## src/rtl/skid_register_pkg.sv

```systemverilog
// -----------------------------------------------------------------------------
// skid_register_pkg
// Shared definitions for the elastic (valid/ready) pipeline stages.
//   skid_state_t  : occupancy state of a one-entry-skid elastic stage
//                   EMPTY = nothing held, ONE = main register full,
//                   FULL = main and skid registers both full
//   handshakeFire : a transfer happens when valid and ready are both high
// -----------------------------------------------------------------------------
package skid_register_pkg;

  typedef enum logic [1:0] {
    EMPTY = 2'b00,
    ONE   = 2'b01,
    FULL  = 2'b10
  } skid_state_t;

  function automatic logic handshakeFire(input logic valid, input logic ready);
    return valid & ready;
  endfunction

endpackage

```

## src/rtl/skid_register_en_reg.sv

```systemverilog
// -----------------------------------------------------------------------------
// skid_register_en_reg
// Plain enable register used as word storage inside the elastic stage.
// Ports:
//   clock  : rising-edge clock
//   reset  : synchronous, active-high; loads INIT
//   i_en   : load strobe
//   i_d    : data to load
//   o_q    : stored data
// -----------------------------------------------------------------------------
module skid_register_en_reg #(
  parameter int unsigned        WIDTH = 8,
  parameter logic [WIDTH-1:0]   INIT  = '0
) (
  input  logic             clock,
  input  logic             reset,
  input  logic             i_en,
  input  logic [WIDTH-1:0] i_d,
  output logic [WIDTH-1:0] o_q
);

  logic [WIDTH-1:0] r_q;

  always_ff @(posedge clock) begin
    if (reset) begin
      r_q <= INIT;
    end else if (i_en) begin
      r_q <= i_d;
    end
  end

  assign o_q = r_q;

endmodule

```

## src/rtl/skid_register.sv

```systemverilog
// -----------------------------------------------------------------------------
// skid_register
// Elastic single-stage pipeline register with a one-entry skid buffer.
// Data, valid and ready are all registered so no combinational path crosses
// the stage; full throughput is one word per cycle with one cycle of latency.
// Ports:
//   clock     : rising-edge clock
//   reset     : synchronous, active-high
//   in_data   : upstream data
//   in_valid  : upstream word present
//   in_ready  : stage can accept a word (registered)
//   out_data  : downstream data (registered)
//   out_valid : out_data holds a word (registered)
//   out_ready : downstream accepts the word
// -----------------------------------------------------------------------------
module skid_register
  import skid_register_pkg::*;
#(
  parameter int unsigned      WIDTH = 8,
  parameter logic [WIDTH-1:0] INIT  = WIDTH'(3)
) (
  input  logic             clock,
  input  logic             reset,
  input  logic [WIDTH-1:0] in_data,
  input  logic             in_valid,
  output logic             in_ready,
  output logic [WIDTH-1:0] out_data,
  output logic             out_valid,
  input  logic             out_ready
);

  skid_state_t      r_state;
  skid_state_t      w_nextState;
  logic             r_inReady;
  logic             r_outValid;

  logic             w_inFire;
  logic             w_outFire;
  logic             w_loadMain;
  logic             w_loadSkid;
  logic             w_mainFromSkid;
  logic [WIDTH-1:0] w_mainD;
  logic [WIDTH-1:0] w_mainQ;
  logic [WIDTH-1:0] w_skidQ;

  assign w_inFire  = handshakeFire(in_valid, r_inReady);
  assign w_outFire = handshakeFire(r_outValid, out_ready);

  // Next-state and load strobes. Main always holds the oldest word, so when
  // the stage drains from FULL the skid word moves into main, keeping order.
  always_comb begin
    w_nextState    = r_state;
    w_loadMain     = 1'b0;
    w_loadSkid     = 1'b0;
    w_mainFromSkid = 1'b0;
    case (r_state)
      EMPTY: begin
        if (w_inFire) begin
          w_nextState = ONE;
          w_loadMain  = 1'b1;
        end
      end
      ONE: begin
        if (w_inFire && w_outFire) begin
          w_loadMain = 1'b1;
        end else if (w_inFire) begin
          w_nextState = FULL;
          w_loadSkid  = 1'b1;
        end else if (w_outFire) begin
          w_nextState = EMPTY;
        end
      end
      FULL: begin
        if (w_outFire) begin
          w_nextState    = ONE;
          w_loadMain     = 1'b1;
          w_mainFromSkid = 1'b1;
        end
      end
      // Unused encoding 2'b11 drops back to a clean empty stage.
      default: begin
        w_nextState = EMPTY;
      end
    endcase
  end

  // Valid and ready are registered copies of the next-state occupancy, so
  // both outputs come straight from flops.
  always_ff @(posedge clock) begin
    if (reset) begin
      r_state    <= EMPTY;
      r_inReady  <= 1'b0;
      r_outValid <= 1'b0;
    end else begin
      r_state    <= w_nextState;
      r_inReady  <= (w_nextState != FULL);
      r_outValid <= (w_nextState != EMPTY);
    end
  end

  assign w_mainD = w_mainFromSkid ? w_skidQ : in_data;

  skid_register_en_reg #(
    .WIDTH (WIDTH),
    .INIT  (INIT)
  ) u_mainReg (
    .clock (clock),
    .reset (reset),
    .i_en  (w_loadMain),
    .i_d   (w_mainD),
    .o_q   (w_mainQ)
  );

  skid_register_en_reg #(
    .WIDTH (WIDTH),
    .INIT  (INIT)
  ) u_skidReg (
    .clock (clock),
    .reset (reset),
    .i_en  (w_loadSkid),
    .i_d   (in_data),
    .o_q   (w_skidQ)
  );

  assign in_ready  = r_inReady;
  assign out_valid = r_outValid;
  assign out_data  = w_mainQ;

endmodule
```

## config.mk

```make
export PLATFORM = sky130hd
export DESIGN_NAME = skid_register
export DESIGN_NICKNAME = d
export VERILOG_FILES = /design/src/rtl/skid_register_pkg.sv /design/src/rtl/skid_register_en_reg.sv /design/src/rtl/skid_register.sv
export SDC_FILE = /design/constraint.sdc
export NUM_CORES = 1
export LEC_CHECK = 0
export CAP_MARGIN = 30
export CORE_MARGIN = 1.5
export CORE_UTILIZATION = 52
export CTS_CLUSTER_DIAMETER = 50
export DETAILED_ROUTE_END_ITERATION = 8
export PLACE_DENSITY = 0.82
export SLEW_MARGIN = 0
export SYNTH_ARGS = -nofsm -noshare
export SYNTH_HDL_FRONTEND = slang
export SYNTH_SLANG_ARGS = --single-unit
```

## constraint.sdc

```tcl
create_clock -name clock -period 2.5 [get_ports clock]
set_input_delay 0.375 -clock clock [delete_from_list [all_inputs] [get_ports clock]]
set_output_delay 0.375 -clock clock [all_outputs]
set_load 0.05 [all_outputs]
```

======== After elaboration in Yosys (flattened, before gate mapping) ========
Index checks and enable logic that the tools add are counted.
storage, ports and cells
  bits in registers ....................... 20
  bits of input ports ..................... 12
  word-level logic and storage cells ...... 27
cells by class
  equality and inequality tests ........... 3
  muxes and demuxes ....................... 14
  bitwise logic cells ..................... 2
  reductions and logical operators ........ 3
operator list
  cell                                            number
  two-way mux 2 bit                               5
  two-way mux 8 bit                               1
  two-way mux 1 bit                               6
  one-hot mux 2 bit (3 select lines)              1
  one-hot mux 1 bit (3 select lines)              1
  bitwise AND 1 bit                               2
  == test 2 x 1 -> 1 bit (second input constant)  1
  == test 2 bit (second input constant)           1
  logical NOT 2 bit                               1
  != test 2 bit (second input constant)           1
  nonzero test 2 bit                              1
  logical AND 1 bit                               1

======== Longest topological paths before layout ========
Gate-level depths: netlist of run 1.
  depth in word-level cells ............... 6
  depth in mapped cells ................... 5
  depth with buffers taken out ............ 3

======== By module ========
From an unflattened synthesis of run 1, not the netlist that was laid out.
unflattened totals
  cells, all modules ...................... 82
  area, all modules ....................... 907.1 µm²
modules (own cells, without submodules)
  module                instances  cells each  area each (µm²)
  skid_register_en_reg  2          26          292.8
  skid_register         1          30          321.6

======== Worst setup path before layout of run 1 ========
No wires, ideal clock.
  kind .................................... register to register
  start point ............................. register r_outValid, in the netlist out_valid
  end point ............................... register u_mainReg.r_q[2], in the netlist u_mainReg.o_q[2]
  library setup time ...................... 0.103 ns
  arrival time ............................ 1.533 ns
  path slack .............................. 0.863 ns
  stages on the path, launching flop included .. 5
  path buffers ............................ 1
  cell sequence ........................... dfxtp_1 > and4b_1 > clkbuf_1 > nor2_1 > a2111oi_2
between the ends
  cells in the longest elaborated chain, start to end .. 4
  elaborated cells on any way between the ends .. 7
  classes of those cells .................. mux: 5; bitwise: 1; reduce/logical: 1
ends and longest elaborated chain
  what                                                                     RTL line                                   RTL
  start: declaration                                                       skid_register.sv:35                        logic r_outValid;
  start signal: assignment                                                 skid_register.sv:97                        r_outValid <= (w_nextState != EMPTY);
  bitwise AND 1 bit (*)                                                    skid_register_pkg.sv:18                    return valid & ready;
  logical AND 1 bit or two-way mux 1 bit (tied branches)                   skid_register.sv:64, skid_register.sv:74
  two-way mux 1 bit (on tied branches)                                     skid_register.sv:64, skid_register.sv:56
  one-hot mux 1 bit (3 select lines) or two-way mux 8 bit (tied branches)  skid_register.sv:56, skid_register.sv:101
  end signal: assignment                                                   skid_register_en_reg.sv:28                 r_q <= i_d;
  end: declaration                                                         skid_register_en_reg.sv:22                 logic [WIDTH-1:0] r_q;
Mark *: on every way between the ends. The rest lies on a longest branch, timed or not.
A chain may end at the register's enable or synchronous reset.

======== Worst setup path in the final report of run 1 ========
  start point ............................. register r_inReady, in the netlist in_ready
  end point ............................... output port in_ready
RTL lines
  what                      RTL line             RTL
  start: declaration        skid_register.sv:34  logic r_inReady;
  start signal: assignment  skid_register.sv:96  r_inReady <= (w_nextState != FULL);
  end: declaration          skid_register.sv:26  output logic in_ready,
No word-level cell between the ends.

==> report_table.html, run 1 <==
<table>
<tr><th>Metric</th><th>Value</th></tr>
<tr><th colspan="2">STA</th></tr>
<tr><td>Headroom to the max-slew limit</td><td>66.6%</td></tr>
<tr><td>Clock skew after layout</td><td>0.00551 ns</td></tr>
<tr><td>Min Hold Slack</td><td>0.487 ns</td></tr>
<tr><td>Number of pins with negative max-slew slack in the final report</td><td>0</td></tr>
<tr><td>Max frequency</td><td>516 MHz</td></tr>
<tr><td>Setup_tns</td><td>0 ns</td></tr>
<tr><td>Final period utilization</td><td>77.6%</td></tr>
<tr><td>Actual slew at the worst max-slew pin</td><td>0.499 ns</td></tr>
<tr><td>Unrepaired setup endpoints after global routing</td><td>no</td></tr>
<tr><td>Post-layout worst setup margin</td><td>0.561 ns</td></tr>
<tr><td>Post-layout minimum cycle time</td><td>1.94 ns</td></tr>
<tr><td>Count of endpoints failing hold in the final timing report</td><td>0</td></tr>
<tr><td>Final setup vio count</td><td>0</td></tr>
<tr><th colspan="2">Clocking</th></tr>
<tr><td>Post-CTS Hold Fix Bufs</td><td>0</td></tr>
<tr><td>Clock net sink count</td><td>20</td></tr>
<tr><td>Post CTS Setup Buffer Count</td><td>0</td></tr>
<tr><td>CTS tree</td><td>yes</td></tr>
<tr><td>Clock tree buffer depth</td><td>2</td></tr>
<tr><td>Number of buffers created by CTS</td><td>3</td></tr>
<tr><td>Total of cells resized after clock tree synthesis</td><td>0</td></tr>
<tr><td>Clock transition at the registers of the reported paths</td><td>0.12 ns</td></tr>
<tr><td>Cell at the root of the clock tree</td><td>sky130_fd_sc_hd__clkbuf_4</td></tr>
<tr><td>Insertion delay to the later sink of the worst-skew pair</td><td>0.30 ns</td></tr>
<tr><td># H-tree levels</td><td>1</td></tr>
<tr><th colspan="2">Global routing</th></tr>
<tr><td>Number of antenna violations at the first check in global routing</td><td>0</td></tr>
<tr><td>Number of global-route vias before repair</td><td>727</td></tr>
<tr><td>Pin count of the biggest net entering global routing</td><td>29</td></tr>
<tr><td>Global-route congestion overflow total</td><td>0</td></tr>
<tr><td>Global-route wire length before repair</td><td>3.13 mm</td></tr>
<tr><td>Global router's overall resource usage</td><td>20.8%</td></tr>
<tr><th colspan="2">Worst setup path</th></tr>
<tr><td>Sort of element at the end of the critical path</td><td>output pin</td></tr>
<tr><td>Largest stage delay on the critical path</td><td>0.83 ns</td></tr>
<tr><td>Signal arrival time at the worst endpoint</td><td>1.56 ns</td></tr>
<tr><td>Buffers &amp; Inverters on Critical Path</td><td>1</td></tr>
<tr><td>Type of the worst setup path</td><td>reg2out</td></tr>
<tr><td>CP delay by family, top</td><td>buffers and inverters</td></tr>
<tr><td>Maximum fanout along the worst path</td><td>4</td></tr>
<tr><td>Crit path cell chain</td><td>clkdlybuf4s50_1</td></tr>
<tr><td>Master of the slowest instance on the critical path</td><td>sky130_fd_sc_hd__clkdlybuf4s50_1</td></tr>
<tr><td>Critical path required time</td><td>2.12 ns</td></tr>
<tr><td>Type of origin of the critical path</td><td>flop</td></tr>
<tr><th colspan="2">Finish</th></tr>
<tr><td>Leading cell types in the layout, fill and taps excluded</td><td>sky130_fd_sc_hd__clkdlybuf4s50_1, sky130_fd_sc_hd__dfxtp_1, sky130_fd_sc_hd__nor2_1, sky130_fd_sc_hd__nand2b_1, sky130_fd_sc_hd__nor3_1</td></tr>
<tr><td>Layout-stage area growth over the synthesis result</td><td>26.0%</td></tr>
<tr><td>Area occupied by multi-input gates</td><td>520 um2</td></tr>
<tr><td>Final antenna diode count</td><td>0</td></tr>
<tr><td>Final net count</td><td>136</td></tr>
<tr><td>Flip-flop and latch area</td><td>400 um2</td></tr>
<tr><td>Most frequent standard cell in the layout excluding fill and tap cells</td><td>sky130_fd_sc_hd__clkdlybuf4s50_1</td></tr>
<tr><td>Fill cell instance count of the final layout</td><td>150</td></tr>
<tr><td>Filler-free cell count of the finished design</td><td>148</td></tr>
<tr><td>Layout cells sized above 1</td><td>11.4%</td></tr>
<tr><th colspan="2">Routing</th></tr>
<tr><td>ANT nets after route</td><td>0</td></tr>
<tr><td>Routed len/inst</td><td>13.8 um</td></tr>
<tr><td>Number of design-rule violations left by the first detailed-router iteration</td><td>12</td></tr>
<tr><td># DRC</td><td>0</td></tr>
<tr><td>Vias per std cell</td><td>5.54</td></tr>
<tr><td>Final Routed Wirelength</td><td>2.05 mm</td></tr>
<tr><td>Drt pass-1 iters</td><td>5</td></tr>
<tr><td>Vias after detailed routing</td><td>820</td></tr>
<tr><th colspan="2">Hold path</th></tr>
<tr><td>Hold/Removal Path Class</td><td>reg2reg</td></tr>
<tr><th colspan="2">Yosys</th></tr>
<tr><td>Netlist Area Pre-Place</td><td>972 um2</td></tr>
<tr><td>Share of async-settable or async-resettable flops after synthesis</td><td>0%</td></tr>
<tr><td>Synthesized net count</td><td>115</td></tr>
<tr><td>Synth warn</td><td>0</td></tr>
<tr><td>Fraction of the yosys area taken by sequential cells</td><td>41.2%</td></tr>
<tr><td>Mean post-synth cell area</td><td>9.44 um2</td></tr>
<tr><td>Register bit total from synthesis</td><td>20</td></tr>
<tr><td>Synthesized instance count</td><td>103</td></tr>
<tr><td>Synth cell types</td><td>26</td></tr>
<tr><td>Most frequently used flop master after synthesis</td><td>sky130_fd_sc_hd__dfxtp_1</td></tr>
<tr><td>Count of flip-flops with a built-in enable after synthesis</td><td>0</td></tr>
<tr><th colspan="2">Placed design</th></tr>
<tr><td>Post-placement setup slack</td><td>0.543 ns</td></tr>
<tr><td>Sum of net half-perimeters after detailed placement</td><td>1.48 mm</td></tr>
<tr><td>IO buf count</td><td>21</td></tr>
<tr><td>RD Place Congestion</td><td>0.784</td></tr>
<tr><td>Inst Count DP</td><td>144</td></tr>
<tr><th colspan="2">Floorplanning</th></tr>
<tr><td>Total I/O pin count</td><td>22</td></tr>
<tr><td># rows</td><td>15</td></tr>
<tr><td>Initial standard-cell utilization of the core</td><td>55.7%</td></tr>
<tr><td>Standard cell core area</td><td>1750 um2</td></tr>
<tr><td>Y dimension of the die</td><td>46.2 um</td></tr>
<tr><td>Chip width</td><td>46.2 um</td></tr>
<tr><td>Die Outline Area</td><td>2140 um2</td></tr>
<tr><th colspan="2">Outcome</th></tr>
<tr><td>Result of the run</td><td>finished, final reports clean</td></tr>
<tr><th colspan="2">Power</th></tr>
<tr><td>Cell leakage power</td><td>0.432 nW</td></tr>
<tr><td>Ratio of total power to cell area</td><td>582 nW/um2</td></tr>
<tr><td>Worst vdd ir</td><td>0.430 mV</td></tr>
<tr><th colspan="2">Run</th></tr>
<tr><td>Reported max-cap violation count</td><td>0</td></tr>
</table>
metal layers:
layer  track usage, %  wire length, um  up-vias
met1             27.3              917      376
met2             32.2              983       33
met5                0                0        -
li1                 -                -      407
met3             3.92              107        4
met4             10.3               36        0
power breakdown:
group	switching [mW]	internal, mW	total [mW]
Combinational	0.0977	0.0731	0.171
Clock	0.102	0.0889	0.191
Sequential	0.0134	0.337	0.351
Total	0.213	0.499	0.712
logic make-up after synthesis:
logic type / count (synthesis) / synth area share (%)
compound gates: 14 / 14.8
xor+xnor: 1 / 0.901
mux: 8 / 8.24
flops: 20 / 41.2
simple gates: 51 / 29.6
buf+inv: 9 / 5.28
layout make-up:
type | count | area share (%)
well taps | 25 | 2.55
repair buffers | 24 | 19.0
inverters | 1 | 0.306
multi-input cells | 74 | 42.5
flip-flops and latches | 20 | 32.7
clock buffers | 4 | 2.96
synth_stat cells (2+ instances only):
cell type	n	area share (%)
sky130_fd_sc_hd__a2111oi_2	6	9.3
sky130_fd_sc_hd__a211oi_1	2	1.5
sky130_fd_sc_hd__a21oi_1	2	1.0
sky130_fd_sc_hd__buf_2	2	1.0
sky130_fd_sc_hd__buf_6	2	2.3
sky130_fd_sc_hd__clkbuf_1	4	1.5
sky130_fd_sc_hd__dfxtp_1	20	41
sky130_fd_sc_hd__mux2i_1	8	8.2
sky130_fd_sc_hd__nand2_1	2	0.77
sky130_fd_sc_hd__nand2b_1	13	8.4
sky130_fd_sc_hd__nor2_1	17	6.6
sky130_fd_sc_hd__nor3_1	10	5.1
sky130_fd_sc_hd__nor4b_1	2	1.8
state kept, by name (all words and copies together), names as in the netlist:
register and cells:
out_valid 1, u_skidReg.o_q 8, in_ready 1, u_mainReg.o_q 8, r_state 2
through the flow:
stage | area, um2 | total power [mW] | util, %
4_1_cts | 1220 | 0.715 | 70.2
2_1_floorplan | 972 | 0.471 | -
3_3_place_gp | 1190 | 0.524 | 68.1
5_1_grt | 1220 | 0.741 | 70.2
3_5_place_dp | 1190 | 0.529 | 68.1
6_report | 1220 | 0.712 | 70.2
final timing paths:
path,slack [ns],startpoint,depth (start not counted),endpoint
setup / recovery,0.56,in_ready$_SDFF_PP0_,1,in_ready
hold / removal,0.49,u_skidReg.o_q[2]$_SDFFE_PP0P_,2,u_skidReg.o_q[2]$_SDFFE_PP0P_
setup reg to reg,1.00,r_state[1]$_SDFF_PP0_,3,u_mainReg.o_q[2]$_SDFFE_PP0P_
hold reg to reg,0.49,u_skidReg.o_q[2]$_SDFFE_PP0P_,2,u_skidReg.o_q[2]$_SDFFE_PP0P_
No activity file was read; power rests on OpenSTA's default activity.
==> run 2, diff against run 1 <==
--- a/config.mk
+++ b/config.mk
@@ -7,10 +7,10 @@
 export LEC_CHECK = 0
 export CAP_MARGIN = 30
 export CORE_MARGIN = 1.5
-export CORE_UTILIZATION = 52
+export CORE_UTILIZATION = 48
 export CTS_CLUSTER_DIAMETER = 50
 export DETAILED_ROUTE_END_ITERATION = 8
-export PLACE_DENSITY = 0.82
+export PLACE_DENSITY = 0.77
 export SLEW_MARGIN = 0
 export SYNTH_ARGS = -nofsm -noshare
 export SYNTH_HDL_FRONTEND = slang
==> constraint.sdc (replaced) <==
create_clock -name clock -period 1.9 [get_ports clock]
set_input_delay 0.285 -clock clock [delete_from_list [all_inputs] [get_ports clock]]
set_output_delay 0.285 -clock clock [all_outputs]
set_load 0.05 [all_outputs]
==> report_table.html, run 2 (same netlist as run 1, synthesis figures left out) <==
<table>
<tr><th>Metric</th><th>Value</th></tr>
<tr><th colspan="2">Outcome</th></tr>
<tr><td>Result of the run</td><td>finished, final reports clean</td></tr>
<tr><th colspan="2">Routing</th></tr>
<tr><td>Number of design-rule violations left by the first detailed-router iteration</td><td>7</td></tr>
<tr><td>Routed len/inst</td><td>13.7 um</td></tr>
<tr><td>Vias after detailed routing</td><td>809</td></tr>
<tr><td># DRC</td><td>0</td></tr>
<tr><td>Drt pass-1 iters</td><td>4</td></tr>
<tr><td>Final Routed Wirelength</td><td>2.08 mm</td></tr>
<tr><td>ANT nets after route</td><td>0</td></tr>
<tr><td>Vias per std cell</td><td>5.32</td></tr>
<tr><th colspan="2">Global routing</th></tr>
<tr><td>Global-route wire length before repair</td><td>3.18 mm</td></tr>
<tr><td>Global-route track usage on met1</td><td>27.4%</td></tr>
<tr><td>Met3 capacity usage during global routing</td><td>3.40%</td></tr>
<tr><td>Pin count of the biggest net entering global routing</td><td>22</td></tr>
<tr><td>Global router's overall resource usage</td><td>20.1%</td></tr>
<tr><td>Number of global-route vias before repair</td><td>705</td></tr>
<tr><td>Met2 usage</td><td>32.3%</td></tr>
<tr><td>Global-route congestion overflow total</td><td>0</td></tr>
<tr><td>Number of antenna violations at the first check in global routing</td><td>0</td></tr>
<tr><td>Global-route layer with the greatest usage</td><td>met2</td></tr>
<tr><th colspan="2">Floorplanning</th></tr>
<tr><td>Chip width</td><td>48.0 um</td></tr>
<tr><td># rows</td><td>16</td></tr>
<tr><td>Y dimension of the die</td><td>48.0 um</td></tr>
<tr><td>Standard cell core area</td><td>1940 um2</td></tr>
<tr><td>Total I/O pin count</td><td>22</td></tr>
<tr><td>Die Outline Area</td><td>2300 um2</td></tr>
<tr><td>Initial standard-cell utilization of the core</td><td>50.1%</td></tr>
<tr><th colspan="2">STA</th></tr>
<tr><td>Post-layout minimum cycle time</td><td>1.80 ns</td></tr>
<tr><td>Unrepaired setup endpoints after global routing</td><td>no</td></tr>
<tr><td>Count of endpoints failing hold in the final timing report</td><td>0</td></tr>
<tr><td>Post-layout worst setup margin</td><td>0.104 ns</td></tr>
<tr><td>Max frequency</td><td>557 MHz</td></tr>
<tr><td>Actual slew at the worst max-slew pin</td><td>0.499 ns</td></tr>
<tr><td>Number of pins with negative max-slew slack in the final report</td><td>0</td></tr>
<tr><td>Final period utilization</td><td>94.5%</td></tr>
<tr><td>Headroom to the max-slew limit</td><td>66.6%</td></tr>
<tr><td>Clock skew after layout</td><td>0.00294 ns</td></tr>
<tr><td>Setup_tns</td><td>0 ns</td></tr>
<tr><td>Final setup vio count</td><td>0</td></tr>
<tr><th colspan="2">Clocking</th></tr>
<tr><td>Clock tree buffer depth</td><td>2</td></tr>
<tr><td># H-tree levels</td><td>1</td></tr>
<tr><td>Clock net sink count</td><td>20</td></tr>
<tr><td>Number of buffers created by CTS</td><td>3</td></tr>
<tr><td>Clock transition at the registers of the reported paths</td><td>0.11 ns</td></tr>
<tr><td>Total of cells resized after clock tree synthesis</td><td>0</td></tr>
<tr><td>Cell at the root of the clock tree</td><td>sky130_fd_sc_hd__clkbuf_4</td></tr>
<tr><td>Insertion delay to the later sink of the worst-skew pair</td><td>0.30 ns</td></tr>
<tr><td>Post CTS Setup Buffer Count</td><td>0</td></tr>
<tr><td>CTS tree</td><td>yes</td></tr>
<tr><td>Post-CTS Hold Fix Bufs</td><td>0</td></tr>
<tr><th colspan="2">Placed design</th></tr>
<tr><td>Post-placement setup slack</td><td>0.0442 ns</td></tr>
<tr><td>Sum of net half-perimeters after detailed placement</td><td>1.51 mm</td></tr>
<tr><td>IO buf count</td><td>21</td></tr>
<tr><td>RD Place Congestion</td><td>0.771</td></tr>
<tr><th colspan="2">Power</th></tr>
<tr><td>Net load switching power</td><td>0.280 mW</td></tr>
<tr><td>Cell leakage power</td><td>0.456 nW</td></tr>
<tr><td>Clk network pwr share</td><td>26.5%</td></tr>
<tr><td>Cell Int Power</td><td>0.660 mW</td></tr>
<tr><td>Part of the total power dissipated in combinational logic</td><td>24.4%</td></tr>
<tr><td>Sequential group share of total power</td><td>49.1%</td></tr>
<tr><td>Switching share of power</td><td>29.8%</td></tr>
<tr><td>Ratio of total power to cell area</td><td>747 nW/um2</td></tr>
<tr><td>Worst vdd ir</td><td>0.506 mV</td></tr>
<tr><th colspan="2">Worst setup path</th></tr>
<tr><td>Worst reg2reg startpoint</td><td>r_state[1]$_SDFF_PP0_</td></tr>
<tr><td>Largest stage delay on the critical path</td><td>0.82 ns</td></tr>
<tr><td>Signal arrival time at the worst endpoint</td><td>1.51 ns</td></tr>
<tr><td>CP delay by family, top</td><td>buffers and inverters</td></tr>
<tr><td>R2R setup slack</td><td>0.40 ns</td></tr>
<tr><td>Master of the slowest instance on the critical path</td><td>sky130_fd_sc_hd__clkdlybuf4s50_1</td></tr>
<tr><td>FF-to-FF End</td><td>u_skidReg.o_q[4]$_SDFFE_PP0P_</td></tr>
<tr><td>Sort of element at the end of the critical path</td><td>output pin</td></tr>
<tr><td>Type of the worst setup path</td><td>reg2out</td></tr>
<tr><td>Type of origin of the critical path</td><td>flop</td></tr>
<tr><td>Buffers &amp; Inverters on Critical Path</td><td>1</td></tr>
<tr><td>Worst-case reg-to-reg path depth</td><td>4</td></tr>
<tr><td>Critical path required time</td><td>1.62 ns</td></tr>
<tr><td>Maximum fanout along the worst path</td><td>5</td></tr>
<tr><td>Crit path cell chain</td><td>clkdlybuf4s50_1</td></tr>
<tr><th colspan="2">Finish</th></tr>
<tr><td>Layout cells sized above 1</td><td>12.8%</td></tr>
<tr><td>Final net count</td><td>138</td></tr>
<tr><td>Leading cell types in the layout, fill and taps excluded</td><td>sky130_fd_sc_hd__dfxtp_1, sky130_fd_sc_hd__clkdlybuf4s50_1, sky130_fd_sc_hd__nor2_1, sky130_fd_sc_hd__nand2b_1, sky130_fd_sc_hd__nor3_1</td></tr>
<tr><td>Final antenna diode count</td><td>0</td></tr>
<tr><td>Layout-stage area growth over the synthesis result</td><td>29.3%</td></tr>
<tr><td>Final core utilization</td><td>64.8%</td></tr>
<tr><th colspan="2">Hold path</th></tr>
<tr><td>Worst hold path endpoint</td><td>u_skidReg.o_q[3]$_SDFFE_PP0P_</td></tr>
<tr><td>Worst hold path depth</td><td>2</td></tr>
<tr><td>Hold path startpoint</td><td>u_skidReg.o_q[3]$_SDFFE_PP0P_</td></tr>
<tr><td>Hold/Removal Path Class</td><td>reg2reg</td></tr>
<tr><th colspan="2">Run</th></tr>
<tr><td>Reported max-cap violation count</td><td>0</td></tr>
</table>
[run 2: worst max path at each step]
stage | from | endpoint | slack [ns] | cells past startpoint
final | out_valid$_SDFF_PP0_ | out_valid | 0.10 | 1
after global routing | out_valid$_SDFF_PP0_ | out_valid | 0.05 | 1
after CTS | in_ready$_SDFF_PP0_ | in_ready | 0.06 | 1
after detailed placement | in_valid | u_mainReg.o_q[3]$_SDFFE_PP0P_ | 0.04 | 4
after global placement | in_valid | u_skidReg.o_q[2]$_SDFFE_PP0P_ | 0.11 | 5
after floorplan | out_valid$_SDFF_PP0_ | u_mainReg.o_q[2]$_SDFFE_PP0P_ | 0.26 | 4
[run 2: layer usage]
metal | wire, um | vias up
li1 | - | 408
met1 | 994 | 385
met2 | 1010 | 14
met3 | 60 | 2
met4 | 12 | 0
met5 | 0 | -
[run 2: stage by stage]
stage               cells  cell area (um2)  total power [mW]  hold slack, ns
floorplan             103              972             0.620           0.440
global placement      148             1220             0.695           0.459
detailed placement    148             1220             0.700           0.467
CTS                   152             1250             0.944           0.486
global route          152             1260             0.977           0.498
finish                152             1260             0.940           0.482
[run 2: power groups by stage]
stage               registers, mW  logic, mW  clock network (mW)
finish                      0.461      0.229               0.249
global route                0.464      0.245               0.268
CTS                         0.461      0.230               0.252
detailed placement          0.470      0.229                   0
global placement            0.470      0.225                   0
floorplan                   0.528     0.0917                   0
[run 2: final cells by class]
class / instances / area, um2
sequential: 20 / 400
multi-input combinational: 74 / 520
inverter: 1 / 3.75
timing repair buffer: 26 / 263
clock buffer: 4 / 36.3
fill: 169 / 684
tap: 27 / 33.8
[run 2: worst min-delay path, cell delays in order, from the launching register on]
cell                       delay (ns)
sky130_fd_sc_hd__dfxtp_1         0.33
sky130_fd_sc_hd__nand2b_1        0.06
sky130_fd_sc_hd__mux2i_1         0.05
